## src/rtl/alu_op_issue_queue.sv

```systemverilog
// Command FIFO feeding the ALU input handshake with a held issue register.
// Optional ALU_OPQ_STATS_EN adds issued_cnt / drop_cnt statistics outputs.
module alu_op_issue_queue #(
  parameter int DATA_W = 8,
  parameter int OP_W   = 3,
  parameter int DEPTH  = 4
) (
  input  logic                       clk,
  input  logic                       reset,
  input  logic                       in_valid,
  output logic                       in_ready,
  input  logic [OP_W-1:0]            in_op,
  input  logic [DATA_W-1:0]          in_a,
  input  logic [DATA_W-1:0]          in_b,
  input  logic                       flush,
  output logic                       alu_valid,
  input  logic                       alu_ready,
  output logic [OP_W-1:0]            alu_op,
  output logic [DATA_W-1:0]          alu_a,
  output logic [DATA_W-1:0]          alu_b,
`ifdef ALU_OPQ_STATS_EN
  output logic [15:0]                issued_cnt,
  output logic [15:0]                drop_cnt,
`endif
  output logic [$clog2(DEPTH):0]     count
);

  localparam int AW = $clog2(DEPTH);
  localparam int CW = AW + 1;
  localparam int EW = OP_W + 2 * DATA_W;

  localparam logic [0:0] IDLE  = 1'b0;
  localparam logic [0:0] DRIVE = 1'b1;

  logic [EW-1:0] mem [DEPTH];
  logic [AW-1:0] wptr;
  logic [AW-1:0] rptr;
  logic [0:0]    state;
  logic          push;
  logic          pop;
  logic          xfer;

  assign alu_valid = (state == DRIVE);
  assign in_ready  = !reset && !flush && (count < CW'(DEPTH));
  assign push      = in_valid && in_ready;
  assign xfer      = alu_valid && alu_ready && !flush;
  // Refill the issue register when it is empty or draining this cycle
  assign pop       = !flush && (count != '0) && (!alu_valid || alu_ready);

  always_ff @(posedge clk) begin
    if (push) begin
      mem[wptr] <= {in_op, in_a, in_b};
    end
  end

  always_ff @(posedge clk) begin
    if (reset) begin
      wptr   <= '0;
      rptr   <= '0;
      count  <= '0;
      state  <= IDLE;
      alu_op <= '0;
      alu_a  <= '0;
      alu_b  <= '0;
    end else if (flush) begin
      wptr  <= '0;
      rptr  <= '0;
      count <= '0;
      state <= IDLE;
    end else begin
      if (push) begin
        wptr <= wptr + AW'(1);
      end
      if (pop) begin
        {alu_op, alu_a, alu_b} <= mem[rptr];
        rptr <= rptr + AW'(1);
      end
      count <= count + CW'(push) - CW'(pop);
      if (pop) begin
        state <= DRIVE;
      end else if (xfer) begin
        state <= IDLE;
      end
    end
  end

`ifdef ALU_OPQ_STATS_EN
  logic [16:0] dsum;

  assign dsum = {1'b0, drop_cnt} + 17'(count) + 17'(alu_valid);

  always_ff @(posedge clk) begin
    if (reset) begin
      issued_cnt <= '0;
      drop_cnt   <= '0;
    end else begin
      if (xfer) begin
        issued_cnt <= issued_cnt + 16'd1;
      end
      if (flush) begin
        drop_cnt <= dsum[16] ? 16'hFFFF : dsum[15:0];
      end
    end
  end
`endif

endmodule

```

## config.mk

```make
export PLATFORM = sky130hd
export DESIGN_NAME = alu_op_issue_queue
export DESIGN_NICKNAME = d
export VERILOG_FILES = /design/src/rtl/alu_op_issue_queue.sv
export SDC_FILE = /design/constraint.sdc
export NUM_CORES = 1
export LEC_CHECK = 0
export ABC_AREA = 1
export ABC_CLOCK_PERIOD_IN_PS = 2300
export CORE_AREA = 2 2 130 69
export DETAILED_ROUTE_END_ITERATION = 16
export DIE_AREA = 0 0 132 71
export PLACE_DENSITY = 0.75
export SLEW_MARGIN = 20
export SYNTH_ARGS = -nofsm -noshare
export SYNTH_HDL_FRONTEND = slang
export SYNTH_SLANG_ARGS = --single-unit
```

## constraint.sdc

```tcl
create_clock -name clk -period 2.3 [get_ports clk]
set_input_delay 0.345 -clock clk [delete_from_list [all_inputs] [get_ports clk]]
set_output_delay 0.345 -clock clk [all_outputs]
set_load 0.05 [all_outputs]
```

; Word level (Yosys, flattened, before mapping)
; Memories as Yosys holds them, arrays and structs flattened. A register that Yosys moved wholly into a read port is not among the register bits.
; Index checks and enable logic that the tools add are counted.
[classes]
add_sub_neg = 4
multipliers = 0
div_mod_pow = 0
n_lt_le_gt_ge = 1
eq_ne = 0
shift = 0
n_mux = 4
bitwise_logic = 1
n_reduce_logical = 15
[op_table]
columns = cell, count
row1 = 1-bit logical AND, 7
row2 = 2-bit by 1-bit adder with 2-bit output (second input constant), 2
row3 = 1-bit two-way mux, 4
row4 = 3-bit by 1-bit adder with 3-bit output, 1
row5 = 1-bit zero test, 3
row6 = 3-bit less-than comparator (second input constant), 1
row7 = 3-bit nonzero test, 1
row8 = 3-bit by 1-bit subtractor with 3-bit output, 1
row9 = 2-bit AND reduction, 1
row10 = 2-bit nonzero test, 1
row11 = 2-bit OR reduction, 1
row12 = 1-bit logical OR, 1
row13 = 1-bit inverter, 1
[totals]
register_bits = 8
latchBits = 0
ram_bits = 76
rom_bits = 0
inputBits = 24
wordCells = 30
mem_count = 1
[mem_list]
columns = memory, words, width, rd, rd_clocked_by_memory_dff, write_ports, line
row1 = mem, 4, 19, 1, 1, 1, 35  ; logic [EW-1:0] mem [DEPTH];

; Longest topological paths before layout
; Gate-level depths: netlist of run 1.
[logic_depth]
word_depth = 6
ltp_mapped = 11
depth_no_buf = 10

; Worst setup path after synthesis of run 1
; No wires, ideal clock.
[synth_timing]
path_kind = reg-to-reg
startpoint = register state (netlist: alu_valid)
endpoint = register count[2]
setup_ps = 80
arrival_ps = 2203
required_ps = 2220
setup_slack_ps = 17
path_stages_with_launch = 11
n_path_buf = 1
synth_period_minus_slack_ps = 2283
cell_sequence = dfxtp_1 -> a21oi_1 -> nand2_2 -> buf_4 -> inv_1 -> ha_1 -> inv_1 -> ha_1 -> fa_1 -> nand3_1 -> nor3b_1
[synth_between]
elab_chain_len = 4
[synth_rtl]
columns = item, line
row1 = from (decl), 38  ; logic [0:0] state;
row2 = from (signal assigned), 61  ; state <= IDLE;
row3 = from (signal assigned), 69  ; state <= IDLE;
row4 = from (signal assigned), 80  ; state <= DRIVE;
row5 = 1-bit zero test, 48  ; assign pop = !flush && (count != '0) && (!alu_valid || alu_ready);
row6 = 1-bit logical OR, 48
row7 = 1-bit logical AND, 48
row8 = via pop, 40  ; logic pop;
row9 = 3-bit by 1-bit subtractor with 3-bit output, 78  ; count <= count + CW'(push) - CW'(pop);
row10 = to (signal assigned), 78
row11 = to (decl), 25  ; output logic [$clog2(DEPTH):0] count
; The timed path passes the listed nets, and every way through them passes these cells.
; A chain may end at the register's enable or synchronous reset.

; Worst setup path after layout of run 1
[layout_timing]
startpoint = input flush
endpoint = register count[2]
[layout_between]
elab_chain_len = 6
elab_cells_between_ends = 9
classes_between = add/sub: 2 / reduce/logical: 7
[layout_rtl]
columns = item, line
row1 = from (decl), 15  ; input logic flush,
row2 = 1-bit zero test, "44, 48"
row3 = 1-bit logical AND (2 in series), 44  ; assign in_ready = !reset && !flush && (count < CW'(DEPTH));
row4 = 1-bit logical AND, 45  ; assign push = in_valid && in_ready;
row5 = 3-bit by 1-bit adder with 3-bit output, 78
row6 = 3-bit by 1-bit subtractor with 3-bit output, 78
; Several ways; a longest one is shown, not always the timed one.

==> flow_summary.json, run 1 <==
{
  "status": "finished, final reports clean",
  "fin_skew_ps": 7.24,
  "fmax_mhz": 521,
  "ys_warn_count": 0,
  "rows": 24,
  "hold_viol_final": 0,
  "ff2ff_setup_slack_ps": 460,
  "cp_top_family": "adder cells",
  "die_area_um2": 9370,
  "worstSetupStartpointType": "primary input",
  "p_per_area_nw_per_um2": 731,
  "r2r-start": "count[2]$_SDFF_PP0_",
  "n_antenna_cell": 0,
  "synth_cells": 485,
  "cts_tree": "built",
  "p_leak_nw": 2.45,
  "die-height_um": 71,
  "synth_area_um2": 4450,
  "num_io_pins": 48,
  "grt_pass1_vias": 2979,
  "post_cts_buffers": 0,
  "clock_path_buffers": 2,
  "drc": 0,
  "route.detailed.wl_per_inst_um": 13.4,
  "cts_hold_buf": 0,
  "final_layout_size_suffix_gt1_frac": 0.0625,
  "cp.required_ps": 2570,
  "grt_usage": 0.205,
  "grt_pass1_wl_mm": 14.4,
  "switching_share": 0.229,
  "syn_nets": 516,
  "drt_pass1_iterations": 4,
  "tightest_slew_ps": 777,
  "core_area_um2": 8320,
  "critPathLaunch": "flush",
  "vdd_drop_max_mv": 0.458,
  "crit_slowest_cell": "clkdlybuf4s50_1",
  "initial_core_util": 0.534,
  "antenna_found_initial": 0,
  "slew_viol_final": 0,
  "nNetsFinal": 570,
  "cts.sinks": 103,
  "p_total_mw": 3.93,
  "wirelength_mm": 8.85,
  "synth_area_per_cell_um2": 9.17,
  "end_kind": "flip-flop",
  "path_cells": "clkdlybuf4s50_1 -> nor2_1 -> nand3_1 -> ha_1 -> inv_1 -> ha_1 -> fa_1 -> nand3_1 -> nor3b_1",
  "power_frac_comb": 0.083,
  "fin_crit_sh": 0.834,
  "ys_types": 21,
  "synth_seq_cells": 103,
  "vias": 3062,
  "hold_path_class": "reg -> reg",
  "internal_power_mw": 3.03,
  "p_seq_frac": 0.519,
  "cp.arrival_ps": 2190,
  "fp.dieW_um": 132,
  "critical_path_depth": 9,
  "ys_seq_area_frac": 0.635,
  "vias_per_cell": 4.63,
  "finalCriticalPeriod_ps": 1920,
  "root_buffer": "clkbuf_16",
  "port_buffers": 47,
  "drtIter0Drc": 177,
  "cp-endpoint": "count[2]$_SDFF_PP0_",
  "tns_ps": 0,
  "cts-resized-gates": 0,
  "cap_violations": 0,
  "fin_util": 0.647,
  "clk_pin_slew_ps": 70,
  "antenna_left": 0,
  "grt_max_degree": 43,
  "rsz0062_at_grt": "no",
  "clock_power_share": 0.398,
  "cts-htree-levels": 3,
  "clock_latency_ps": 350,
  "hpwl_mm": 5.77,
  "grt.overflow.total": 0,
  "slew-limit-headroom": 0.481,
  "gp_congestion": 0.762,
  "path_buf_inv": 2,
  "slowest_delay_ps": 430,
  "area_growth_pct": 21.0,
  "path_class": "in -> reg",
  "crit_fanout": 3,
  "setup_viol": 0,
  "worst-r2r-cell-count": 10,
  "switching_power_mw": 0.900,
  "cts_buffers": 9,
  "r2r_end": "count[2]$_SDFF_PP0_"
}
-- final cells by class --
cell class | count | area [um^2]
Clock buffer | 11 | 243
Clock inverter | 5 | 63.8
Fill cell | 654 | 2940
Inverter | 113 | 424
Multi-Input combinational cell | 252 | 1090
Sequential cell | 103 | 2820
Tap cell | 117 | 146
Timing Repair Buffer | 60 | 591
-- synthesized netlist by cell type (all sizes together) --
cell	number	area, um^2
edfxtp	76	2280
clkinv	1	3.75
nor2	49	186
nand3	43	215
ha	6	75.1
clkbuf	1	3.75
fa	1	20.0
nor3b	1	7.51
buf	16	105
inv	112	420
a21oi	6	33.8
o21ai	1	5.00
nand2	145	547
dfxtp	27	541
-- state kept, by name, summed over array words and instances (netlist names) --
name and flops:
alu_valid 1, alu_b 8, count 3, rptr 2, alu_op 3, mem 76, wptr 2, alu_a 8
-- metrics by stage --
| stage | hold WS, ps | area (um^2) | instances | setup WS [ps] |
|---|---|---|---|---|
| final | 512 | 5380 | 661 | 381 |
| after global routing | 537 | 5380 | 661 | 248 |
| after CTS | 511 | 5380 | 661 | 378 |
| after detailed placement | 500 | 5070 | 645 | 26.4 |
| after global placement | 487 | 5070 | 645 | 53.8 |
| after floorplan | 444 | 4450 | 485 | 16.8 |
-- power groups by stage --
stage	logic, mW	registers, mW	clock network, mW
6_report	0.327	2.04	1.57
4_1_cts	0.328	2.04	1.59
2_1_floorplan	0.116	2.16	0
3_5_place_dp	0.326	2.08	0
5_1_grt	0.357	2.04	1.64
3_3_place_gp	0.319	2.08	0
-- tightest hold or removal path, stage by stage (launching register included) --
cell and delay [ps]:
dfxtp_1 310, inv_1 50, nand2_1 40, nand2_1 50, nor2_1 30
-- cells in the final DEF, fill, tap and decap left out, types with 2 or more instances in the layout --
master / netlist / routed
nand2_1: 144 / 144
inv_1: 110 / 110
edfxtp_1: 76 / 76
nor2_1: 48 / 48
clkdlybuf4s50_1: 0 / 46
nand3_1: 43 / 43
dfxtp_1: 27 / 27
buf_4: 3 / 12
clkbuf_16: 0 / 9
ha_1: 6 / 6
a21oi_1: 5 / 5
inv_2: 2 / 2
inv_6: 0 / 2
buf_12: 0 / 2
-- layer usage --
layer | vias to the layer above | share of wire | track usage
met2 | 91 | 0.43 | 0.304
met3 | 13 | 0.076 | 0.0767
li1 | 1573 | - | -
met1 | 1385 | 0.48 | 0.276
met5 | - | 0 | 0
met4 | 0 | 0.016 | 0.0809
-- cells by family (layout without fill, tap and decap cells) --
group	after synthesis	in the layout	synth area share
AOI/OAI and AO/OA	7	7	0.00872
adders and majority gates	7	7	0.0214
buffers and inverters	130	189	0.120
DFF	103	103	0.635
and+or+nand+nor	238	238	0.215
-- worst min path at each step --
stage | slack [ps] | endpoint | start | depth (start not counted)
final | 510 | alu_b[1]$_SDFFE_PP0P_ | alu_b[1]$_SDFFE_PP0P_ | 4
after global routing | 540 | alu_valid$_SDFFE_PP0P_ | alu_valid$_SDFFE_PP0P_ | 2
after CTS | 510 | alu_b[1]$_SDFFE_PP0P_ | alu_b[1]$_SDFFE_PP0P_ | 4
after detailed placement | 500 | alu_b[1]$_SDFFE_PP0P_ | alu_b[1]$_SDFFE_PP0P_ | 4
after global placement | 490 | alu_valid$_SDFFE_PP0P_ | alu_valid$_SDFFE_PP0P_ | 2
after floorplan | 440 | mem[0][0]$_DFFE_PP_ | in_b[0] | 0
Power figures use the tool's default switching activity.
==> run 2: changes to the inputs <==
--- a/config.mk
+++ b/config.mk
@@ -6,7 +6,7 @@
 export NUM_CORES = 1
 export LEC_CHECK = 0
 export ABC_AREA = 1
-export ABC_CLOCK_PERIOD_IN_PS = 2300
+export ABC_CLOCK_PERIOD_IN_PS = 2000
 export CORE_AREA = 2 2 130 69
 export DETAILED_ROUTE_END_ITERATION = 16
 export DIE_AREA = 0 0 132 71
==> constraint.sdc (replaced) <==
create_clock -name clk -period 2 [get_ports clk]
set_input_delay 0.3 -clock clk [delete_from_list [all_inputs] [get_ports clk]]
set_output_delay 0.3 -clock clk [all_outputs]
set_load 0.05 [all_outputs]
==> run 2 against run 1 <==
Effect of this change: clock power up 18%; setup slack got worse by 270 ps; cell area rose by 1.8%; worst hold slack got worse by 6.1 ps; critical endpoint is now count[1]$_SDFF_PP0_; largest cell class unchanged.
==> flow_summary.json, run 2 (synthesis gave the netlist of run 1 again) <==
{
  "n_antenna_cell": 0,
  "slew_viol_final": 0,
  "p_per_area_nw_per_um2": 838,
  "tightest_slew_ps": 564,
  "hold_viol_final": 0,
  "tns_ps": 0,
  "wirelength_mm": 8.92,
  "vias": 3111,
  "dpl-instance-area_um2": 5150,
  "initial_core_util": 0.534,
  "cap_violations": 0,
  "vias_per_cell": 4.69,
  "layout_setup_ws_ps": 111,
  "die_area_um2": 9370,
  "drt_pass1_iterations": 4,
  "cts_buffers": 9,
  "num_io_pins": 48,
  "grt_pass1_vias": 2892,
  "cts-resized-gates": 0,
  "nNetsFinal": 573,
  "post_cts_buffers": 0,
  "cts_tree": "built",
  "grt_usage": 0.206,
  "cp.arrival_ps": 2170,
  "clock_path_buffers": 2,
  "die-height_um": 71,
  "path_class": "in -> reg",
  "p_leak_nw": 2.47,
  "final_cell_mix": "nand2_1, inv_1, edfxtp_1",
  "seq_area_um2": 2840,
  "core_area_um2": 8320,
  "rows": 24,
  "cts.sinks": 103,
  "final_common_cell": "nand2_1",
  "hold_path_class": "reg -> reg",
  "antenna_found_initial": 0,
  "grt.overflow.total": 0,
  "cts-htree-levels": 3,
  "multiInputGateArea_um2": 1100,
  "worstSetupStartpointType": "primary input",
  "drtIter0Drc": 232,
  "cts_hold_buf": 0,
  "hpwl_mm": 5.62,
  "route.detailed.wl_per_inst_um": 13.4,
  "final_layout_size_suffix_gt1_frac": 0.0768,
  "finalCriticalPeriod_ps": 1890,
  "area_growth_pct": 23.2,
  "fmax_mhz": 529,
  "grt_max_degree": 43,
  "reg.largest.list": "mem x76, alu_a x8, alu_b x8",
  "clk_pin_slew_ps": 60,
  "drc": 0,
  "gp_congestion": 0.808,
  "fillers": 656,
  "largest_register_ffs": 76,
  "status": "finished, final reports clean",
  "rsz0062_at_grt": "no",
  "stdcell_count": 664,
  "setup_viol": 0,
  "clock_latency_ps": 350,
  "cp.required_ps": 2280,
  "fin_skew_ps": 5.13,
  "fin_crit_sh": 0.945,
  "slew-limit-headroom": 0.623,
  "dp_cells": 648,
  "grt_pass1_wl_mm": 14.4,
  "port_buffers": 47,
  "p_total_mw": 4.59,
  "end_kind": "flip-flop",
  "antenna_left": 0,
  "crit_fanout": 3,
  "largest-register": "mem",
  "fp.dieW_um": 132,
  "root_buffer": "clkbuf_16",
  "vdd_drop_max_mv": 0.606,
  "place_ws_ps": -283,
  "fin_area_um2": 5480
}
-- run 2: cell count changes in the layout (fill, tap and decap cells not counted), moves of 2 or more --
cell / delta
inv_6: -2
dfxtp_1: -4
buf_12: +3
clkbuf_1: +2
dfxtp_4: +4
-- run 2: through the flow --
stage	utilization	hold WS, ps
after floorplan	-	399
after global placement	0.619	498
after detailed placement	0.619	493
after CTS	0.657	510
after global routing	0.658	531
final	0.658	506
-- run 2: final timing paths --
kind                          startpoint                     end  slack [ps]  cells after the start
setup / recovery                   flush     count[1]$_SDFF_PP0_         110                      9
setup reg to reg     count[2]$_SDFF_PP0_     count[1]$_SDFF_PP0_         130                     10
hold / removal    alu_op[0]$_SDFFE_PP0P_  alu_op[0]$_SDFFE_PP0P_         510                      4
hold reg to reg   alu_op[0]$_SDFFE_PP0P_  alu_op[0]$_SDFFE_PP0P_         510                      4
-- run 2: metal layers --
metal / global-route usage / part of all wire / up-vias
li1: - / - / 1580
met1: 0.281 / 0.48 / 1413
met2: 0.314 / 0.44 / 109
met3: 0.0624 / 0.073 / 9
met4: 0.0821 / 0.012 / 0
met5: 0 / 0 / -
-- run 2: power breakdown --
| part | internal, mW | leakage (nW) | switching, mW |
|---|---|---|---|
| combinational | 0.145 | 1.41 | 0.240 |
| clock | 1.13 | 0.154 | 0.726 |
| sequential | 2.33 | 0.908 | 0.0179 |
| total | 3.61 | 2.47 | 0.983 |
-- run 2: worst max-delay path: stages --
cell	delay, ps
clkdlybuf4s50_1	450
nor2_2	140
nand3_1	110
ha_1	300
inv_1	40
ha_1	190
fa_2	520
inv_1	40
nor2_1	80
-- run 2: area by class of cell --
type                            instances  share of cell area
Clock buffer                           13              0.0457
Clock inverter                          3              0.0126
Inverter                              113              0.0775
Sequential cell                       103               0.518
Tap cell                              117              0.0267
Multi-Input combinational cell        252               0.201
Timing Repair Buffer                   63               0.119
